===== config.mk =====
export PLATFORM = sky130hd
export DESIGN_NAME = nmcu_conv_scheduler_flat
export DESIGN_NICKNAME = d
export VERILOG_FILES = /design/src/rtl/nmcu_conv_scheduler_if.sv /design/src/rtl/nmcu_conv_scheduler.sv /design/src/flat_wrapper.sv
export SDC_FILE = /design/constraint.sdc
export NUM_CORES = 1
export LEC_CHECK = 0
export BUFFER_PORTS_ARGS = -buffer_cell sky130_fd_sc_hd__buf_2
export CAP_MARGIN = 20
export CORE_MARGIN = 2
export CORE_UTILIZATION = 55
export CTS_CLUSTER_DIAMETER = 100
export DETAILED_ROUTE_END_ITERATION = 8
export GPL_ROUTABILITY_DRIVEN = 0
export PLACE_DENSITY_LB_ADDON = 0.08
export SKIP_LAST_GASP = 1
export SYNTH_ARGS = -nofsm -noshare
export SYNTH_HDL_FRONTEND = slang
export SYNTH_SLANG_ARGS = --single-unit

===== constraint.sdc =====
create_clock -name clk -period 4.3 [get_ports clk]
set_input_delay 0.43 -clock clk [delete_from_list [all_inputs] [get_ports clk]]
set_output_delay 0.43 -clock clk [all_outputs]
set_load 0.05 [all_outputs]

===== src/rtl/nmcu_conv_scheduler_if.sv =====
// Lane/engine-facing bundle of nmcu_conv_scheduler: packed per-lane job requests,
// per-lane responses and the shared convolution engine control/config.
interface nmcu_conv_scheduler_if #(
  parameter int N_REQ          = 4,
  parameter int MAX_INPUT_DIM  = 15,
  parameter int MAX_KERNEL_DIM = 7
);
  localparam int IW = $clog2(MAX_INPUT_DIM) + 1;
  localparam int KW = $clog2(MAX_KERNEL_DIM) + 1;
  localparam int SW = ($clog2(N_REQ) < 1) ? 1 : $clog2(N_REQ);

  logic [N_REQ-1:0]    req;
  logic [N_REQ*IW-1:0] req_width;
  logic [N_REQ*IW-1:0] req_height;
  logic [N_REQ*KW-1:0] req_ksize;
  logic [N_REQ-1:0]    resp_valid;
  logic [N_REQ-1:0]    resp_err;
  logic                busy;
  logic                eng_start;
  logic                eng_rst;
  logic                eng_done;
  logic [IW-1:0]       eng_input_width;
  logic [IW-1:0]       eng_input_height;
  logic [KW-1:0]       eng_kernel_size;
  logic [SW-1:0]       eng_sel;

  modport master (
    input  req, req_width, req_height, req_ksize, eng_done,
    output resp_valid, resp_err, busy, eng_start, eng_rst,
           eng_input_width, eng_input_height, eng_kernel_size, eng_sel
  );

  modport slave (
    output req, req_width, req_height, req_ksize, eng_done,
    input  resp_valid, resp_err, busy, eng_start, eng_rst,
           eng_input_width, eng_input_height, eng_kernel_size, eng_sel
  );
endinterface


===== src/rtl/nmcu_conv_scheduler.sv =====
// Round-robin sharing of one convolution engine between N_REQ lanes: validates the
// granted config, launches the engine, watches for done/timeout and resets it between jobs.
module nmcu_conv_scheduler #(
  parameter int N_REQ          = 4,
  parameter int MAX_INPUT_DIM  = 15,
  parameter int MAX_KERNEL_DIM = 7,
  parameter int TIMEOUT_CYCLES = 16384
) (
  input  logic                  clk,
  input  logic                  rst,
  nmcu_conv_scheduler_if.master bus
);
  localparam int IW = $clog2(MAX_INPUT_DIM) + 1;
  localparam int KW = $clog2(MAX_KERNEL_DIM) + 1;
  localparam int SW = ($clog2(N_REQ) < 1) ? 1 : $clog2(N_REQ);
  localparam int TW = $clog2(TIMEOUT_CYCLES) + 1;
  localparam int CW = (IW > KW) ? IW : KW;

  localparam logic [CW-1:0] MAX_IN     = CW'(MAX_INPUT_DIM);
  localparam logic [CW-1:0] MAX_K      = CW'(MAX_KERNEL_DIM);
  localparam logic [TW-1:0] TIMER_LAST = TW'(TIMEOUT_CYCLES - 1);

  typedef enum logic [2:0] {
    S_IDLE, S_CHECK, S_LAUNCH, S_WAIT, S_RELEASE, S_REJECT, S_ABORT
  } state_t;

  state_t           state;
  logic [SW-1:0]    rr_ptr;
  logic [SW-1:0]    grant;
  logic [SW-1:0]    pick;
  logic             pick_vld;
  int               idx;
  logic [IW-1:0]    cfg_w;
  logic [IW-1:0]    cfg_h;
  logic [KW-1:0]    cfg_k;
  logic [TW-1:0]    timer;
  logic [N_REQ-1:0] resp_valid_q;
  logic [N_REQ-1:0] resp_err_q;
  logic             busy_q;
  logic             eng_start_q;
  logic             eng_rst_q;

  function automatic logic cfg_ok(input logic [IW-1:0] w, input logic [IW-1:0] h,
                                  input logic [KW-1:0] k);
    logic [CW-1:0] we;
    logic [CW-1:0] he;
    logic [CW-1:0] ke;
    we = CW'(w);
    he = CW'(h);
    ke = CW'(k);
    return (ke != '0) && (ke <= MAX_K) && (we != '0) && (he != '0) &&
           (we <= MAX_IN) && (he <= MAX_IN) && (ke <= we) && (ke <= he);
  endfunction

  function automatic logic [N_REQ-1:0] onehot(input logic [SW-1:0] sel);
    logic [N_REQ-1:0] v;
    v      = '0;
    v[sel] = 1'b1;
    return v;
  endfunction

  function automatic logic [SW-1:0] next_ptr(input logic [SW-1:0] sel);
    return (sel == SW'(N_REQ - 1)) ? '0 : sel + 1'b1;
  endfunction

  // Scan from rr_ptr upward with wrap; iterating farthest-first lets the nearest hit win.
  always_comb begin
    pick     = rr_ptr;
    pick_vld = 1'b0;
    idx      = 0;
    for (int k = N_REQ - 1; k >= 0; k--) begin
      idx = int'(rr_ptr) + k;
      if (idx >= N_REQ) idx = idx - N_REQ;
      if (bus.req[idx[SW-1:0]]) begin
        pick     = idx[SW-1:0];
        pick_vld = 1'b1;
      end
    end
  end

  always_ff @(posedge clk) begin
    if (rst) begin
      state        <= S_IDLE;
      rr_ptr       <= '0;
      grant        <= '0;
      cfg_w        <= '0;
      cfg_h        <= '0;
      cfg_k        <= '0;
      timer        <= '0;
      resp_valid_q <= '0;
      resp_err_q   <= '0;
      busy_q       <= 1'b0;
      eng_start_q  <= 1'b0;
      eng_rst_q    <= 1'b0;
    end else begin
      resp_valid_q <= '0;
      resp_err_q   <= '0;
      eng_start_q  <= 1'b0;
      eng_rst_q    <= 1'b0;
      case (state)
        S_IDLE: begin
          if (pick_vld) begin
            grant  <= pick;
            cfg_w  <= bus.req_width[pick*IW +: IW];
            cfg_h  <= bus.req_height[pick*IW +: IW];
            cfg_k  <= bus.req_ksize[pick*KW +: KW];
            busy_q <= 1'b1;
            state  <= S_CHECK;
          end
        end
        S_CHECK: begin
          timer <= '0;
          if (cfg_ok(cfg_w, cfg_h, cfg_k)) begin
            eng_start_q <= 1'b1;
            state       <= S_LAUNCH;
          end else begin
            resp_valid_q <= onehot(grant);
            resp_err_q   <= onehot(grant);
            state        <= S_REJECT;
          end
        end
        S_LAUNCH: begin
          timer <= '0;
          state <= S_WAIT;
        end
        // done wins over the watchdog when both land on the last cycle
        S_WAIT: begin
          if (bus.eng_done) begin
            resp_valid_q <= onehot(grant);
            eng_rst_q    <= 1'b1;
            state        <= S_RELEASE;
          end else if (timer == TIMER_LAST) begin
            resp_valid_q <= onehot(grant);
            resp_err_q   <= onehot(grant);
            eng_rst_q    <= 1'b1;
            state        <= S_ABORT;
          end else begin
            timer <= timer + 1'b1;
          end
        end
        S_RELEASE, S_REJECT, S_ABORT: begin
          rr_ptr <= next_ptr(grant);
          busy_q <= 1'b0;
          state  <= S_IDLE;
        end
        default: begin
          busy_q <= 1'b0;
          state  <= S_IDLE;
        end
      endcase
    end
  end

  assign bus.resp_valid       = resp_valid_q;
  assign bus.resp_err         = resp_err_q;
  assign bus.busy             = busy_q;
  assign bus.eng_start        = eng_start_q;
  assign bus.eng_rst          = rst | eng_rst_q;
  assign bus.eng_input_width  = cfg_w;
  assign bus.eng_input_height = cfg_h;
  assign bus.eng_kernel_size  = cfg_k;
  assign bus.eng_sel          = grant;

endmodule


===== src/flat_wrapper.sv =====
// flat-port wrapper written by rule: the top's interface ports become plain ports
module nmcu_conv_scheduler_flat 
#(
  parameter int N_REQ          = 4,
  parameter int MAX_INPUT_DIM  = 15,
  parameter int MAX_KERNEL_DIM = 7,
  parameter int TIMEOUT_CYCLES = 16384
)
  (clk, rst, bus_req, bus_req_width, bus_req_height, bus_req_ksize, bus_eng_done, bus_resp_valid, bus_resp_err, bus_busy, bus_eng_start, bus_eng_rst, bus_eng_input_width, bus_eng_input_height, bus_eng_kernel_size, bus_eng_sel);
  nmcu_conv_scheduler_if #(.N_REQ(N_REQ), .MAX_INPUT_DIM(MAX_INPUT_DIM), .MAX_KERNEL_DIM(MAX_KERNEL_DIM)) bus_i ();
  input  logic clk;
  input  logic rst;
  input wire logic [$bits(bus_i.req)-1:0] bus_req;
  input wire logic [$bits(bus_i.req_width)-1:0] bus_req_width;
  input wire logic [$bits(bus_i.req_height)-1:0] bus_req_height;
  input wire logic [$bits(bus_i.req_ksize)-1:0] bus_req_ksize;
  input wire logic [$bits(bus_i.eng_done)-1:0] bus_eng_done;
  output wire logic [$bits(bus_i.resp_valid)-1:0] bus_resp_valid;
  output wire logic [$bits(bus_i.resp_err)-1:0] bus_resp_err;
  output wire logic [$bits(bus_i.busy)-1:0] bus_busy;
  output wire logic [$bits(bus_i.eng_start)-1:0] bus_eng_start;
  output wire logic [$bits(bus_i.eng_rst)-1:0] bus_eng_rst;
  output wire logic [$bits(bus_i.eng_input_width)-1:0] bus_eng_input_width;
  output wire logic [$bits(bus_i.eng_input_height)-1:0] bus_eng_input_height;
  output wire logic [$bits(bus_i.eng_kernel_size)-1:0] bus_eng_kernel_size;
  output wire logic [$bits(bus_i.eng_sel)-1:0] bus_eng_sel;
  assign bus_i.req = bus_req;
  assign bus_i.req_width = bus_req_width;
  assign bus_i.req_height = bus_req_height;
  assign bus_i.req_ksize = bus_req_ksize;
  assign bus_i.eng_done = bus_eng_done;
  assign bus_resp_valid = bus_i.resp_valid;
  assign bus_resp_err = bus_i.resp_err;
  assign bus_busy = bus_i.busy;
  assign bus_eng_start = bus_i.eng_start;
  assign bus_eng_rst = bus_i.eng_rst;
  assign bus_eng_input_width = bus_i.eng_input_width;
  assign bus_eng_input_height = bus_i.eng_input_height;
  assign bus_eng_kernel_size = bus_i.eng_kernel_size;
  assign bus_eng_sel = bus_i.eng_sel;
  nmcu_conv_scheduler #(.N_REQ(N_REQ), .MAX_INPUT_DIM(MAX_INPUT_DIM), .MAX_KERNEL_DIM(MAX_KERNEL_DIM), .TIMEOUT_CYCLES(TIMEOUT_CYCLES)) u_core (.clk(clk), .rst(rst), .bus(bus_i));
endmodule

==> impl_results.md, run 1 <==
* Fraction of layout cells with a size suffix above 1 at 31.7%
* Die height at approximately 74 um
* Final Max Tran Viols at 0
* Sw frac at 44.8%
* R2r worst-path depth at 6
* Synthesized flop and latch total at 47
* Worst Path Buf+Inv at 0
* PortBufs at between 80 and 90
* Sequential area share after synthesis at 34.9%
* Hold Crit Endpoint: u_core.timer[1]
* Filler cell count at between 400 and 500
* Cell Chain, Critical Path: ha_1 -> nand3_2 -> or4_4 -> a21oi_4 -> o311ai_0 -> o41ai_1
* H-tree depth at 2
* FF-to-FF Start: u_core.timer[0]
* Pre-CTS setup slack at roughly 2000 ps
* Crit path max fanout at 21
* Fin crit period at approximately 2200 ps
* Slowest stage delay, CP at 590 ps
* Post-DRT Antenna Nets at 0
* Max Cap Violations at 0
* Setup violations, final at 0
* Worst min path class: input pin to register
* Clock Sinks at 47
* Worst r2r dst: u_core.timer[4]
* CTS tree: yes
* Reg power frac at ~35%
* Clock Latency Late Sink at around 310 ps
* Largest net degree at the start of global routing at 30
* First-pass GRT wire length at around 10 mm
* DR DRC count at 0
* Pwr dens at roughly 530 mW/mm^2
* Delay-heaviest family, CP: compound AO/OA/AOI/OAI gates
* Total gr overflow at 0
* Io pins at 90
* Vias in the first global route at 2,304
* Syn Nets at approximately 380
* Post-CTS Setup Bufs at 0
* Final critical-path share of the clock period at 51.6%
* Setup tns final at 0 ps
* Iter 0 DRT Violations at between 100 and 150
* Core area at between 0.004 and 0.005 sq mm
* Ys flop type: dfxtp_1
* EDFF count, synth at 0
* Sw power at about 770 uW
* Clock skew at about 9 ps
* Initial Utilization at a little under three fifths
* CTS buffer count at 5
* Least-Margin Pin Slew at roughly 1000 ps
* Status: completed
* CTS Buffer Depth at 2
* Comb power frac at 45.7%
* # rows at 25
* Finished layout cell area at between 0.003 and 0.004 sq mm
* Most frequent cells in the layout: buf_2 (89), dfxtp_1 (47), nand2_1 (36)
* Mapped Cells at around 300
* Post-route setup slack at 2080 ps
* Drt wl/cell at between 10 and 15 um
* # diodes at 0
* Clock transition at path regs at 100 ps
* Hold buffer count at CTS at 0
* R2R Setup Slk at 2080 ps
* Hold depth at 2
* Area grow syn2layout at 20.5%
* CTS Root Cell: clkbuf_8
* DP Area at 0.00313 sq mm
* GRT Overall Usage at between 20% and 30%
* CP max-delay cell: or4_4
* Crit end category: register
* Leak pwr at ~1.4 nW
* Internal power at roughly 950 uW
* Die X-Extent at 74.0 um
* Critical path type: register to register
* WP data required at between 4000 and 5000 ps
* Stages on the worst setup path at 6
* Clk pwr share at around 20%
* Mapped cell area at between 0.002 and 0.003 sq mm
* Hold_sp: rst
* Initial antenna violation count at 0
* DRT Pass-1 Iters at 4
* Die Area at roughly 0.0055 sq mm
* Synth unique cells at between 50 and 60
* Layout Nets at 460
* Max IR drop VDD at ~0.29 mV
* Via-to-Cell Ratio at roughly 5.6
* Final count of hold timing violations at 0
* Unrepaired setup endpoints after global routing: false
* Synth warn at 0
* Overall routed net length at between 6 and 7 mm
* Relative slew margins at between 30% and 40%
* Syn_area_per_cell at between 8 and 9 sq um
* DPL Wire Length at roughly 4.7 mm
* Async set-reset flop share out of synthesis at 0%
* Setup crit start kind: register
* Via Count at 2,516
* CP arrival at about 2400 ps
* CTS resizes at 0
* Most common cell after layout, fill and taps aside: buf_2
* Fmax at approximately 0.45 GHz
==> cells in the mapped netlist, types with 6 or more instances <==
master / n / area [sq um]
a21oi_1: 19 / 95.1
a21oi_2: 8 / 70.1
dfxtp_1: 47 / 941
ha_1: 13 / 163
inv_1: 12 / 45.0
mux2i_1: 31 / 310
nand2_1: 36 / 135
nand3_1: 7 / 35.0
nor2_1: 16 / 60.1
nor3_1: 6 / 30.0
nor4_1: 6 / 37.5
o221ai_1: 14 / 123
==> per-stage QoR <==
step                      instances  total power [mW]  hold slack [ps]  util [%]
after global placement          444              1.36              422      66.4
after detailed placement        444              1.38              436      66.4
after floorplan                 301              1.20              407         -
after CTS                       452              1.72              430      68.8
final                           452              1.71              429      68.8
after global routing            452              1.81              443      68.8
==> sequential cells by signal, summed over array words and instances, names as in the netlist <==
| register | flops |
|---|---|
| u_core.bus.eng_input_height | 5 |
| u_core.bus.eng_sel | 2 |
| u_core.state | 3 |
| u_core.bus.eng_start | 1 |
| u_core.rr_ptr | 2 |
| u_core.bus.eng_input_width | 5 |
| u_core.bus.resp_err | 4 |
| u_core.eng_rst_q | 1 |
| u_core.bus.eng_kernel_size | 4 |
| u_core.timer | 15 |
| u_core.bus.resp_valid | 4 |
| u_core.bus.busy | 1 |
==> routing by layer <==
layer  GRT usage, %  wire (um)
met5              0          0
met2           40.4       3080
met4           6.26         68
met3           4.34        318
met1           29.4       2820
==> how the worst max path moves through the flow <==
| stage | from | to | slack [ps] |
|---|---|---|---|
| 5_1_grt | u_core.timer[0] | u_core.timer[4] | 1910 |
| 6_report | u_core.timer[0] | u_core.timer[4] | 2080 |
| 2_1_floorplan | u_core.bus.eng_input_height[1] | u_core.state[0] | 2230 |
| 4_1_cts | u_core.timer[0] | u_core.timer[4] | 2090 |
| 3_5_place_dp | bus_req[0] | u_core.bus.eng_input_width[3] | 1950 |
| 3_3_place_gp | bus_req[2] | u_core.bus.eng_input_height[0] | 2060 |
==> logic make-up after synthesis <==
logic type / share of synthesized area, %
adder cells (fa/ha/maj): 6.03
AO/OA/AOI/OAI: 20.6
multiplexers: 11.5
buffers and inverters: 5.10
flip-flops: 34.9
AND/OR/NAND/NOR: 21.9
==> worst register-to-register path: stages, from the launching register on <==
cell	delay, ps
dfxtp_1	410
ha_1	210
nand3_2	150
or4_4	590
a21oi_4	440
o311ai_0	210
o41ai_1	110
==> area by class of cell <==
class	count	area [sq um]	share of cell area, %
Clock buffer	5	68.8	2.12
Tap cell	67	83.8	2.58
Inverter	12	45.0	1.39
Sequential cell	47	941	28.9
Clock inverter	3	47.5	1.46
Multi-Input combinational cell	229	1620	49.8
Timing Repair Buffer	89	445	13.7
==> power groups by stage <==
stage / clock network (mW) / registers (mW) / logic, mW
4_1_cts: 0.344 / 0.590 / 0.787
2_1_floorplan: 0 / 0.769 / 0.434
3_3_place_gp: 0 / 0.598 / 0.762
5_1_grt: 0.362 / 0.600 / 0.851
3_5_place_dp: 0 / 0.599 / 0.782
6_report: 0.339 / 0.591 / 0.783
No activity file was read; power rests on OpenSTA's default activity.
==> run 2: changes to the inputs <==
Settings changed: CORE_UTILIZATION 55 to 51.
Clock period 4.3 ns to 2.1 ns, I/O delays scaled along.
==> run 2 against run 1 <==
Combinational power grew 120%. Count of clock-buffer cells in the layout did not move. Utilization decreased by 2.7 points. Register-to-register slack got worse by 2000 ps. Critical path type unchanged.
==> impl_results.md, run 2 (synthesis results as in run 1) <==
* Status: completed
* Max FFs per register at 15 (unchanged)
* Final count of hold timing violations at 0 (unchanged)
* DRT Pass-1 Iters at 4 (unchanged)
* Leak pwr at 1.44 nW (+4.9%)
* Clock Sinks at 47 (unchanged)
* Relative slew margins at 55.8% (+22 points)
* Total chip power at 3.59 mW (+110%)
* # rows at 26 (+4.0%)
* Final Max Tran Viols at 0 (unchanged)
* Post-DRT Antenna Nets at 0 (unchanged)
* Worst min path class: input pin to register
* Least-Margin Pin Slew at 657 ps (-326 ps)
* Drt wl/cell at 13.1 um (-5.5%)
* Vias in the first global route at 2,346 (+1.8%)
* Layout Nets at 473 (+2.8%)
* Clock skew at 7.94 ps (-0.908 ps)
* Max IR drop VDD at 0.760 mV (+160%)
* WP data required at 2300 ps (-2210 ps)
* Initial antenna violation count at 0 (unchanged)
* Fmax at 0.503 GHz (+12%)
* Setup violations, final at 0 (unchanged)
* Area grow syn2layout at 25.2%
* Total gr overflow at 0 (unchanged)
* Critical path type: register to register
* Clock transition at path regs at 90 ps (about the same)
* Overall routed net length at 6.15 mm (-2.2%)
* Iter 0 DRT Violations at 110 (-21%)
* Unrepaired setup endpoints after global routing: false
* Crit end category: register
* Max Cap Violations at 0 (unchanged)
* CTS Buffer Depth at 2 (unchanged)
* Core area at 0.00511 sq mm (+8.1%)
* Fin crit period at 1990 ps (-231 ps)
* DPL Wire Length at 4.77 mm (+1.2%)
* CTS buffer count at 5 (unchanged)
* Most common cell after layout, fill and taps aside: buf_2
* Filler cell count at 430 (-0.46%)
* Die X-Extent at 76.7 um (+3.6%)
* Via-to-Cell Ratio at 5.49 (-1.5%)
* Crit path max fanout at 6 (-71%)
* Setup crit start kind: register
* H-tree depth at 2 (unchanged)
* # diodes at 0 (unchanged)
* CP arrival at 2190 ps (-240 ps)
* Sequential Area at 942 sq um (+0.13%)
* Via Count at 2,567 (+2.0%)
* CTS Root Cell: clkbuf_8
* CTS tree: yes
* Final critical-path share of the clock period at 94.7% (+43 points)
* Largest net degree at the start of global routing at 30 (unchanged)
* Core Util, Final at 66.1% (-2.7 points)
* PortBufs at 89 (unchanged)
* Io pins at 90 (unchanged)
* Post-CTS Setup Bufs at 0 (unchanged)
* Clock Latency Late Sink at 300 ps (about the same)
* Fraction of layout cells with a size suffix above 1 at 34.2% (+2.5 points)
* Die Area at 0.00589 sq mm (+7.4%)
* Die height at 76.7 um (+3.6%)
* GRT Overall Usage at 21.9% (-1.2 points)
* Most frequent cells in the layout: buf_2 (89), dfxtp_1 (46), nand2_1 (36)
* Multi-input gate area at 0.00162 sq mm (unchanged)
* Pwr dens at 1060 mW/mm^2 (+100%)
* DR DRC count at 0 (unchanged)
* Setup tns final at 0 ps (unchanged)
* Initial Utilization at 52.8% (-4.3 points)
* First-pass GRT wire length at 10.8 mm (+6.8%)
* Largest Register: u_core.timer
run 2: cell count changes in the layout (fill, tap and decap cells not counted):
| cell | previous run | this run |
|---|---|---|
| buf_4 | 0 | 11 |
| buf_12 | 0 | 2 |
| clkinv_4 | 1 | 0 |
| clkinvlp_4 | 0 | 1 |
| dfxtp_1 | 47 | 46 |
| dfxtp_2 | 0 | 1 |
run 2: final timing paths:
path                      from                              to  cells past startpoint  slack [ps]
max            u_core.timer[1]                 u_core.timer[0]                      5         110
min          bus_req_height[3]  u_core.bus.eng_input_height[3]                      3         210
min reg2reg   u_core.timer[14]                u_core.timer[14]                      2         440
max reg2reg    u_core.timer[1]                 u_core.timer[0]                      5         110
run 2: per-stage QoR:
step / instances / area (sq um) / hold slack (ps) / setup slack [ps]
detailed placement: 460 / 3260 / 423 / 95.1
finish: 468 / 3380 / 209 / 111
global placement: 460 / 3260 / 419 / 161
CTS: 468 / 3380 / 209 / 59.5
floorplan: 301 / 2700 / 407 / 26.5
global route: 468 / 3380 / 228 / 16.4
run 2: layout make-up:
type                       count  share of cell area (%)
multi-input combinational    229                    47.9
clock buffer                   5                    2.04
sequential                    47                    27.9
clock inverter                 3                    1.37
inverter                      12                    1.33
tap                           70                    2.59
timing repair buffer         102                    16.8
run 2: timing repair:
action | in CTS | in global routing
hold buffers | 0 | 0
resized for setup | 0 | 1
setup endpoints to repair | 0 | 4
run 2: layer usage:
layer	vias to the layer above	share of wire, %	track usage [%]
li1	1315	-	-
met1	1175	48	29.4
met2	67	46	36.1
met3	10	4.1	3.88
met4	0	1.6	6.55
met5	-	0	0
run 2: worst max-delay path, stage by stage, from the launching register on:
cell	delay, ps
dfxtp_1	360
ha_1	200
nand3_2	150
or4_4	600
a21o_1	280
a311oi_1	300
run 2: power breakdown:
part | internal, mW | switching (mW)
Combinational | 0.624 | 1.11
Sequential | 1.03 | 0.146
Clock | 0.359 | 0.322
==> run 3: changes to the inputs <==
Settings changed: CAP_MARGIN 20 to unset, CORE_UTILIZATION 51 to 55.
Clock period 2.1 ns to 2.5 ns, I/O delays scaled along.
==> run 3 against run 2 <==
Count of clock-buffer cells in the layout did not move. Final cell count shrank 3.0%. Combinational power shrank 23%. Sequential power down 14%. Via count shrank 1.6%. Wire length increased by 1.8%. Global-route usage up 0.93 points. Flip-flop and latch count is the same. Design area shrank 2.7%. Register-to-register slack better by 220 ps. Setup slack gained 220 ps. Sequential share of layout area increased by 0.74 points. Critical endpoint is now u_core.timer[2]. Largest power group unchanged. Highest routed layer unchanged.
==> impl_results.md, run 3 (synthesis results as in run 1) <==
* Status: completed
* Sw frac at 43.1% (-0.81 points)
* CTS Buffer Depth at 2 (unchanged)
* Clock Sinks at 47 (unchanged)
* Clock transition at path regs at 90 ps (about the same)
* Critical path type: register to register
* Vias in the first global route at 2,178 (-7.2%)
* Post-CTS Setup Bufs at 0 (unchanged)
* Die X-Extent at 74.0 um (-3.5%)
* # diodes at 0 (unchanged)
* Most common cell after layout, fill and taps aside: buf_2
* Die height at 74.0 um (-3.5%)
* CTS resizes at 0 (unchanged)
* Final critical-path share of the clock period at 86.7% (-8.1 points)
* DPL Wire Length at 4.61 mm (-3.4%)
* Internal power at 1.72 mW (-14%)
* CP max-delay cell: or4_4
* CTS tree: yes
* GRT Overall Usage at 22.9% (+0.93 points)
* # rows at 25 (-3.8%)
* Area grow syn2layout at 21.8%
* Setup crit start kind: register
* Clock skew at 5.27 ps (-2.66 ps)
* Io pins at 90 (unchanged)
* Hold WS at 242 ps (+32.7 ps)
* Core area at 0.00472 sq mm (-7.5%)
* PortBufs at 89 (unchanged)
* Relative slew margins at 36.7% (-19 points)
* Crit path max fanout at 21 (+15)
* Fmax at 0.462 GHz (-8.2%)
* Initial Utilization at 57.1% (+4.3 points)
* Final Max Tran Viols at 0 (unchanged)
* Drt wl/cell at 13.8 um (+4.9%)
* Post-DRT Antenna Nets at 0 (unchanged)
* Inst Count DP at 446 (-3.0%)
* CTS Root Cell: clkbuf_8
* Via-to-Cell Ratio at 5.56 (+1.4%)
* CTS buffer count at 5 (unchanged)
* Final non-filler cell total at 454 (-3.0%)
* Fraction of layout cells with a size suffix above 1 at 32.0% (-2.1 points)
* Final count of hold timing violations at 0 (unchanged)
* Iter 0 DRT Violations at 140 (+27%)
* Comb power frac at 44.2% (-4.0 points)
* DRT Pass-1 Iters at 4 (unchanged)
* Pwr dens at 922 mW/mm^2 (-13%)
* Unrepaired setup endpoints after global routing: false
* DR DRC count at 0 (unchanged)
* WP data required at 2680 ps (+380 ps)
* Layout Nets at 462 (-2.3%)
* Overall routed net length at 6.26 mm (+1.8%)
* Worst min path class: input pin to register
* Setup tns final at 0 ps (unchanged)
* Max FFs per register at 15 (unchanged)
* Max Cap Violations at 0 (unchanged)
* Crit end category: register
* Fin crit period at 2170 ps (+177 ps)
* Hold buffer count at CTS at 0 (unchanged)
* Least-Margin Pin Slew at 947 ps (+289 ps)
* Leak pwr at 1.39 nW (-3.6%)
* Clk pwr share at 22.1% (+3.2 points)
* Total gr overflow at 0 (unchanged)
* Via Count at 2,526 (-1.6%)
* Initial antenna violation count at 0 (unchanged)
* H-tree depth at 2 (unchanged)
* Die Area at 0.00548 sq mm (-6.9%)
* CP arrival at 2350 ps (+160 ps)
* Sw power at 1.30 mW (-17%)
* Largest Register: u_core.timer
* Cell Chain, Critical Path: ha_1 -> nand3_2 -> or4_4 -> a21oi_4 -> or3_2 -> a21oi_2
* First-pass GRT wire length at 9.76 mm (-9.5%)
* Clock Latency Late Sink at 310 ps (about the same)
* Largest net degree at the start of global routing at 29 (-3.3%)
* Slowest stage delay, CP at 590 ps (about the same)
* Setup violations, final at 0 (unchanged)
* Most frequent cells in the layout: buf_2 (89), dfxtp_1 (47), nand2_1 (36)
* Reg power frac at 33.7% (+0.9 points)
* Max IR drop VDD at 0.486 mV (-36%)
run 3: cell count changes in the layout (fill, tap and decap cells not counted):
cell | before | now
buf_4 | 11 | 2
buf_12 | 2 | 0
bufinv_16 | 1 | 2
dfxtp_1 | 46 | 47
dfxtp_2 | 1 | 0
inv_6 | 1 | 0
run 3: final timing paths:
kind | startpoint | to | slack, ps | depth (start not counted)
min | bus_req_height[3] | u_core.bus.eng_input_height[3] | 240 | 3
max | u_core.timer[0] | u_core.timer[2] | 330 | 6
max reg2reg | u_core.timer[0] | u_core.timer[2] | 330 | 6
min reg2reg | u_core.timer[14] | u_core.timer[14] | 430 | 2
run 3: layer usage:
layer,share of wire (%),GRT usage [%]
met1,46,28.4
met4,1.5,7.47
met5,0,0
met2,48,38.5
met3,4.9,6.23
run 3: final cells by class:
class,count,area (sq um)
multi-input cells,229,1620
repair buffers,91,460
well taps,67,83.8
fillers,407,1440
flip-flops and latches,47,941
clock inverters,3,67.6
inverters,12,45.0
clock buffers,5,68.8
run 3: power by group through the flow:
stage	clock network, mW	registers, mW	logic [mW]
finish	0.669	1.02	1.34
global route	0.709	1.04	1.46
CTS	0.673	1.02	1.35
global placement	0	1.03	1.32
floorplan	0	1.32	0.746
detailed placement	0	1.03	1.34
run 3: through the flow:
step	util [%]	setup WS [ps]	total power, mW	area (sq um)
floorplan	-	426	2.07	2700
global placement	66.7	402	2.35	3150
detailed placement	66.7	377	2.38	3150
CTS	69.6	354	3.04	3290
global route	69.6	149	3.21	3290
finish	69.6	333	3.03	3290
run 3: worst max-delay path, delay by kind of cell, from the launching register on:
kind                     cells  cell delay (ps)
AO/OA/AOI/OAI                2              500
flip-flops                   1              400
AND/OR/NAND/NOR              3              940
adder cells (fa/ha/maj)      1              210
